===== config.mk =====
export PLATFORM = sky130hd
export DESIGN_NAME = advance_module
export DESIGN_NICKNAME = d
export VERILOG_FILES = /design/src/rtl/advance_module.sv
export SDC_FILE = /design/constraint.sdc
export NUM_CORES = 1
export LEC_CHECK = 0
export ABC_AREA = 1
export BUFFER_PORTS_ARGS = -buffer_cell sky130_fd_sc_hd__buf_2
export CAP_MARGIN = 0
export CORE_MARGIN = 5
export CORE_UTILIZATION = 56
export CTS_CLUSTER_SIZE = 10
export DETAILED_ROUTE_END_ITERATION = 10
export PLACE_DENSITY = 0.76
export SLEW_MARGIN = 10
export SYNTH_ARGS = -nofsm -noshare
export SYNTH_HDL_FRONTEND = slang
export SYNTH_SLANG_ARGS = --single-unit
export TNS_END_PERCENT = 50

===== constraint.sdc =====
create_clock -name clk -period 3.01 [get_ports clk]
set_input_delay 0.1505 -clock clk [delete_from_list [all_inputs] [get_ports clk]]
set_output_delay 0.1505 -clock clk [all_outputs]
set_load 0.005 [all_outputs]

===== src/rtl/advance_module.sv =====
// advance_module: discards the first ADVANCE_NUMBER tokens after reset, then forwards the rest
// through a 2-entry (out + skid) buffer. Optional macro ADVANCE_CHECK_ZERO_EN adds skip_error.
module advance_module #(
   parameter int unsigned ADVANCE_NUMBER = 0
) (
   input  logic        clk,
   input  logic        reset,
   input  logic [15:0] entry_1,
   input  logic        entry_1_valid,
   output logic        entry_1_ready,
   output logic [15:0] output_1,
   output logic        output_1_valid,
   input  logic        output_1_ready,
   output logic        skip_done
`ifdef ADVANCE_CHECK_ZERO_EN
   ,
   output logic        skip_error
`endif
);

   typedef enum logic {
      ST_SKIP,
      ST_PASS
   } state_t;

   localparam state_t LP_RESET_STATE = (ADVANCE_NUMBER == 0) ? ST_PASS : ST_SKIP;
   localparam logic   LP_RESET_DONE  = (ADVANCE_NUMBER == 0);

   state_t      r_state;
   state_t      w_state_nxt;

   logic [15:0] r_cnt;
   logic        r_done;
   logic [15:0] r_out_data;
   logic        r_out_valid;
   logic [15:0] r_skd_data;
   logic        r_skd_valid;

   logic        w_in_xfer;
   logic        w_out_xfer;
   logic        w_last_skip;
   logic        w_cnt_inc;
   logic        w_done_set;
   logic        w_out_load_in;
   logic        w_out_load_skd;
   logic        w_out_clear;
   logic        w_skd_load;
   logic        w_skd_clear;

   // Ready depends only on the skid register, so no combinational path from output_1_ready.
   assign entry_1_ready  = ~r_skd_valid;
   assign output_1       = r_out_data;
   assign output_1_valid = r_out_valid;
   assign skip_done      = r_done;

   assign w_in_xfer   = entry_1_valid & ~r_skd_valid;
   assign w_out_xfer  = r_out_valid & output_1_ready;
   assign w_last_skip = ((32'(r_cnt) + 32'd1) == ADVANCE_NUMBER);

   always_ff @(posedge clk) begin
      if (reset) begin
         r_state <= LP_RESET_STATE;
      end else begin
         r_state <= w_state_nxt;
      end
   end

   always_comb begin
      w_state_nxt    = r_state;
      w_cnt_inc      = 1'b0;
      w_done_set     = 1'b0;
      w_out_load_in  = 1'b0;
      w_out_load_skd = 1'b0;
      w_out_clear    = 1'b0;
      w_skd_load     = 1'b0;
      w_skd_clear    = 1'b0;
      case (r_state)
         ST_SKIP: begin
            if (w_in_xfer) begin
               w_cnt_inc = 1'b1;
               if (w_last_skip) begin
                  w_done_set  = 1'b1;
                  w_state_nxt = ST_PASS;
               end
            end
         end
         ST_PASS: begin
            if (w_out_xfer) begin
               if (r_skd_valid) begin
                  w_out_load_skd = 1'b1;
                  w_skd_clear    = 1'b1;
               end else if (w_in_xfer) begin
                  w_out_load_in = 1'b1;
               end else begin
                  w_out_clear = 1'b1;
               end
            end else if (w_in_xfer) begin
               if (r_out_valid) begin
                  w_skd_load = 1'b1;
               end else begin
                  w_out_load_in = 1'b1;
               end
            end
         end
         default: w_state_nxt = LP_RESET_STATE;
      endcase
   end

   always_ff @(posedge clk) begin
      if (reset) begin
         r_cnt       <= '0;
         r_done      <= LP_RESET_DONE;
         r_out_data  <= '0;
         r_out_valid <= 1'b0;
         r_skd_data  <= '0;
         r_skd_valid <= 1'b0;
      end else begin
         if (w_cnt_inc) begin
            r_cnt <= r_cnt + 16'd1;
         end
         if (w_done_set) begin
            r_done <= 1'b1;
         end
         if (w_out_load_skd) begin
            r_out_data  <= r_skd_data;
            r_out_valid <= 1'b1;
         end else if (w_out_load_in) begin
            r_out_data  <= entry_1;
            r_out_valid <= 1'b1;
         end else if (w_out_clear) begin
            r_out_valid <= 1'b0;
         end
         if (w_skd_load) begin
            r_skd_data  <= entry_1;
            r_skd_valid <= 1'b1;
         end else if (w_skd_clear) begin
            r_skd_valid <= 1'b0;
         end
      end
   end

`ifdef ADVANCE_CHECK_ZERO_EN
   logic r_err;

   assign skip_error = r_err;

   // A non-zero discarded token means the cancelled delay did not inject zeros.
   always_ff @(posedge clk) begin
      if (reset) begin
         r_err <= 1'b0;
      end else if ((r_state == ST_SKIP) && w_in_xfer && (entry_1 != 16'h0000)) begin
         r_err <= 1'b1;
      end
   end
`endif

endmodule

==> metrics.yaml, run 1 <==
ys_top_cells_by_count: "83 x nand2_1, 51 x dfxtp_1, 50 x nor2_1"
vias_per_cell: 5.301
placed_cell_area_sq_um: 2730
min_path_cells: 3
pwr-share-clk_pct: 32.5
num_rows: 24
syn_to_final_growth_pct: 10.38
firstDrtPassIters: 5
synth_most_common_cell: "nand2_1"
critPathRequiredTime_ps: 3240
yosys.area.top_type_share_pct: 39.96
fin_crit_ps: 1971
async_reset_ff_share_pct: 0
synth_cell_types: 27
timing.fmax_mhz: 507.4
crit_fanout: 24
totalWireLength_um: 5445
ff2ff_setup_slack_ps: 1040
via_count: 2359
numPortBuffers: 37
drive_above_1_share_pct: 18.32
syn_area_per_cell_sq_um: 7.038
die_area_sq_um: 6013
r2r_cells: 7
cts_tree: "done"
hold_start: "entry_1[6]"
hold_viol_final: 0
post-route-util_pct: 64.33
p_sw_mw: 0.3266
path_class: "reg -> reg"
drcViolationCount: 0
setup_violations: 0
ioPinCount: 39
dpl_worst_slack_ps: 1078
htree_levels: 2
synth.area.top_cells: "dfxtp_1 40%, nand2_1 12%, nor2_1 7.3%"
cap_violations: 0
dp_hpwl_um: 3896
routabilityCongestion: 0.8601
clock_latency_ps: 310
cts.clk_slew.worst_paths_ps: 100
cp-start-kind: "flop"
swShare_pct: 26.13
grt_pass1_wl_um: 9397
instances_no_fill: 445
internal-power_mw: 0.9232
yosys_register_bits: 51
cts_buffers: 5
hold_class: "in -> reg"
cts.path.max_buffers: 2
cts-resized-gates: 0
overflow: 0
drtIter0Drc: 146
synth_top_cell_by_area: "dfxtp_1"
hold_end: "r_skd_data[6]$_SDFFE_PP0P_"
routedWlPerCell_um: 12.24
ir_drop_v: 0.0002804
nets: 414
fin_skew_ps: 6.808
initial_core_util_pct: 58.28
yosysWarnings: 0
synthFlopType: "dfxtp_1"
rsz0062_at_grt: "no"
rr_endpoint: "output_1[10]$_SDFFE_PP0P_"
fillCellCount: 411
slowest_stage: "dfxtp_1"
cts-hold-fix-buffers: 0
setup_ws_ps: 1039
leakage_nw: 1.302
maxSlewHeadroom_pct: 49.78
path_buf_inv: 2
pwr-share-seq_pct: 57.4
grt_pass1_vias: 2149
arrival_ps: 2200
worst_pin_slew_ps: 752.4
core_area_sq_um: 4384
combPwrFrac_pct: 10.1
grtUsageTotal_pct: 18.64
die_width_um: 77.55
status: "finished clean"
fin_area_sq_um: 2820
synth_edf_count: 0
synth_nets: 385
cp_cell_sequence: "nand3_1, nor2_2, inv_2, nand2_1, buf_4, nor2_1, a311oi_2"
grt_max_degree: 28
synth-seq-area-share_pct: 39.96
synth_area_sq_um: 2555
path_delay_family: "simple AND/OR/NAND/NOR gates"
clock-sinks: 51
fin_crit_sh_pct: 65.48
r2r-start: "r_skd_valid$_SDFFE_PP0P_"
placed_cells: 437
ant_nets: 0
drv_slew: 0
antennaDiodeCount: 0
setup_tns_ps: 0
cts_root_buf: "clkbuf_8"
die_height_um: 77.55
cp-end-kind: "flop"
critPathMaxStageDelay_ps: 420
synthCells: 363
antenna_found_initial: 0
postCtsSetupRepairBufs: 0
p_per_area_nw_per_um2: 443.2
## area by class of cell
type / instances / area, sq um / share of cell area, %
inverters: 43 / 161.4 / 5.723
repair buffers: 40 / 207.7 / 7.365
clock inverters: 2 / 17.52 / 0.6211
multi-input cells: 251 / 1275 / 45.21
well taps: 52 / 65.06 / 2.307
flip-flops and latches: 51 / 1021 / 36.20
clock buffers: 6 / 72.57 / 2.573
## power by group through the flow
stage / combinational, mW / clock [mW] / sequential [mW]
2_1_floorplan: 0.0793 / 0 / 0.734
3_3_place_gp: 0.123 / 0 / 0.733
3_5_place_dp: 0.127 / 0 / 0.733
4_1_cts: 0.127 / 0.420 / 0.718
5_1_grt: 0.141 / 0.447 / 0.722
6_report: 0.126 / 0.406 / 0.718
## stage by stage
step	hold WS, ps	total power, mW
final	66.52	1.250
after global routing	68.04	1.310
after CTS	66.28	1.265
after detailed placement	401.2	0.8605
after global placement	392.3	0.8561
after floorplan	285.3	0.8133
## state kept, by name, summed over array words and instances (netlist names)
signal and flops:
output_1 16, output_1_valid 1, r_cnt 16, r_skd_data 16
r_skd_valid 1, r_state 1
## layout by cell type, fill, tap and decap left out
master	instances
nor3_2	1
ha_1	2
nor2_2	4
nand2_1	83
inv_1	39
clkinv_1	1
o21bai_1	1
nand4_1	10
nand2_2	3
buf_2	37
a21oi_1	22
o21ai_0	36
nand3_1	13
nor2_1	50
clkinv_4	2
conb_1	1
clkbuf_1	1
buf_4	3
nand3_2	1
xor2_1	1
clkbuf_8	5
inv_2	3
o21ai_1	4
a311oi_2	10
dfxtp_1	51
o211ai_1	6
nor2_4	3
## how the worst max path moves through the flow
stage                                   from                         to  slack [ps]  cells past startpoint
finish              r_skd_valid$_SDFFE_PP0P_  output_1[10]$_SDFFE_PP0P_        1040                      7
global route        r_skd_valid$_SDFFE_PP0P_  output_1[10]$_SDFFE_PP0P_         890                      7
CTS                 r_skd_valid$_SDFFE_PP0P_  output_1[10]$_SDFFE_PP0P_        1050                      7
detailed placement  r_skd_valid$_SDFFE_PP0P_  output_1[10]$_SDFFE_PP0P_        1080                      7
global placement    r_skd_valid$_SDFFE_PP0P_   output_1[8]$_SDFFE_PP0P_        1160                      7
floorplan              r_cnt[0]$_SDFFE_PP0P_         r_state$_SDFF_PP1_        1630                     10
## cells by family (layout without fill, tap and decap cells)
kind of cell	Yosys count	count (layout)	synth area share [%]
compound gates	79	79	20.08
simple gates	168	168	28.35
other cells	1	1	0.1468
fa+ha+maj	2	2	0.9793
flops	51	51	39.96
xor+xnor	1	1	0.3429
buf+inv	61	91	10.14
## layer usage
layer / vias to the layer above / share of wire, % / GRT usage (%)
li1: 1233 / - / -
met1: 1070 / 44 / 21.52
met2: 44 / 50 / 33.42
met3: 12 / 3.6 / 3.588
met4: 0 / 2.1 / 7.732
met5: - / 0 / 0
## worst reg2reg max path: cells and delay by family, from the launching register on
family	cells	cell delay, ps
AO/OA/AOI/OAI	1	190
buffers and inverters	2	550
flip-flops	1	420
AND/OR/NAND/NOR	4	720
Power figures use the tool's default switching activity.
==> run 2: changes to the inputs <==
==> constraint.sdc (replaced) <==
create_clock -name clk -period 1.95 [get_ports clk]
set_input_delay 0.0975 -clock clk [delete_from_list [all_inputs] [get_ports clk]]
set_output_delay 0.0975 -clock clk [all_outputs]
set_load 0.005 [all_outputs]
==> metrics.yaml, run 2 (synthesis results as in run 1) <==
status: "finished clean"
clock-sinks: 51  # unchanged
crit_fanout: 7  # -71%
r2r_cells: 9  # +2
slowest_stage: "dfxtp_1"
cts-hold-fix-buffers: 0  # unchanged
cts-resized-gates: 0  # unchanged
ioPinCount: 39  # unchanged
syn_to_final_growth_pct: 12.63
cpMostUsedCell: "nand2_1"
ir_drop_v: 0.0004574  # +63%
drcViolationCount: 0  # unchanged
grt_max_degree: 28  # unchanged
cts_buffers: 5  # unchanged
arrival_ps: 1920  # -280 ps
vias_per_cell: 5.281  # -0.39%
fin_crit_sh_pct: 85.64  # +20 points
die_area_sq_um: 6013  # unchanged
mostFrequentLayoutCell: "nand2_1"
grt_pass1_vias: 2187  # +1.8%
grtUsageTotal_pct: 18.76  # +0.12 points
timing.fmax_mhz: 598.8  # +18%
clock_latency_ps: 300  # about the same
ff2ff_setup_slack_ps: 280  # -760 ps
hold_start: "entry_1[10]"
fin_crit_ps: 1670  # -301.1 ps
cp-end-kind: "flop"
num_rows: 24  # unchanged
cp_cell_sequence: "ha_1, nand3_1, nor2_1, nand4_1, nand2_1, nand2_1, nor2_1, nand3_1, nand2_1"
fillCellCount: 401  # -2.4%
totalWireLength_um: 5562  # +2.1%
firstDrtPassIters: 4  # -1
rr_endpoint: "r_state$_SDFF_PP1_"
initial_core_util_pct: 58.28  # unchanged
layout_common_cells: "83 x nand2_1, 51 x dfxtp_1, 50 x nor2_1, 39 x inv_1, 37 x buf_2"
cp-start-kind: "flop"
path_buf_inv: 0  # -2
cts_tree: "done"
critPathRequiredTime_ps: 2200  # -1040 ps
whs_ps: 28.18  # -38.34 ps
routabilityCongestion: 0.8996  # +4.6%
post-route-util_pct: 65.64  # +1.3 points
nets: 418  # +0.97%
rsz0062_at_grt: "no"
core_area_sq_um: 4384  # unchanged
drive_above_1_share_pct: 19.40  # +1.1 points
leakage_nw: 1.339  # +2.8%
path_delay_family: "simple AND/OR/NAND/NOR gates"
die_height_um: 77.55  # unchanged
cap_violations: 0  # unchanged
drv_slew: 0  # unchanged
die_width_um: 77.55  # unchanged
hold_class: "in -> reg"
min_path_cells: 3  # unchanged
cts_root_buf: "clkbuf_8"
overflow: 0  # unchanged
p_per_area_nw_per_um2: 717.7  # +62%
dp_hpwl_um: 3964  # +1.7%
drtIter0Drc: 88  # -40%
hold_viol_final: 0  # unchanged
numPortBuffers: 37  # unchanged
postCtsSetupRepairBufs: 0  # unchanged
antennaDiodeCount: 0  # unchanged
r2r-start: "r_cnt[0]$_SDFFE_PP0P_"
ant_nets: 0  # unchanged
setup_tns_ps: 0  # unchanged
cts.path.max_buffers: 2  # unchanged
critPathMaxStageDelay_ps: 460  # +40 ps
grt_pass1_wl_um: 9384  # -0.14%
antenna_found_initial: 0  # unchanged
htree_levels: 2  # unchanged
routedWlPerCell_um: 12.39  # +1.2%
path_class: "reg -> reg"
fin_skew_ps: 8.897  # +2.088 ps
via_count: 2371  # +0.51%
hold_end: "r_skd_data[10]$_SDFFE_PP0P_"
setup_violations: 0  # unchanged
cts.clk_slew.worst_paths_ps: 90  # about the same
-- run 2: cell types whose count changed in the layout (fill, tap and decap cells not counted), sizes merged --
cell / delta
buf: +4
bufinv: +1
clkinv: -1
-- run 2: worst max path at each step --
stage / start / to / slack, ps / cells past startpoint
after CTS: r_cnt[0]$_SDFFE_PP0P_ / r_state$_SDFF_PP1_ / 280 / 9
after global routing: r_cnt[1]$_SDFFE_PP0P_ / r_state$_SDFF_PP1_ / 130 / 11
after floorplan: r_cnt[0]$_SDFFE_PP0P_ / r_state$_SDFF_PP1_ / 570 / 10
after detailed placement: r_cnt[0]$_SDFFE_PP0P_ / r_state$_SDFF_PP1_ / 330 / 9
final: r_cnt[0]$_SDFFE_PP0P_ / r_state$_SDFF_PP1_ / 280 / 9
after global placement: r_cnt[0]$_SDFFE_PP0P_ / r_state$_SDFF_PP1_ / 390 / 9
-- run 2: stage by stage --
step | power (mW) | cells | area (sq um) | worst slack (ps)
2_1_floorplan | 1.255 | 363 | 2555 | 570.5
4_1_cts | 2.090 | 449 | 2878 | 281.4
3_5_place_dp | 1.333 | 441 | 2760 | 333.7
3_3_place_gp | 1.327 | 441 | 2760 | 385.8
5_1_grt | 2.167 | 449 | 2878 | 126.1
6_report | 2.065 | 449 | 2878 | 280.1
-- run 2: cell type report --
class	count	area, sq um	share of cell area [%]
flip-flops and latches	51	1021	35.48
well taps	52	65.06	2.261
clock inverters	2	35.03	1.217
clock buffers	6	82.58	2.870
repair buffers	44	237.7	8.261
multi-input cells	251	1275	44.30
inverters	43	161.4	5.609
-- run 2: power by group --
group | switching, mW | internal, mW
sequential | 0.0221 | 1.09
clock | 0.343 | 0.415
combinational | 0.115 | 0.0845
total | 0.480 | 1.59
-- run 2: layer usage --
metal,global-route usage (%),vias up,share of wire (%)
li1,-,1241,-
met3,3.588,16,2.9
met5,0,-,0
met1,20.95,1077,44
met2,34.18,37,51
met4,8.419,0,2.2
-- run 2: tightest hold or removal path: stages --
cell and delay [ps]:
buf_2 80, nor2_1 40, nor2_1 80
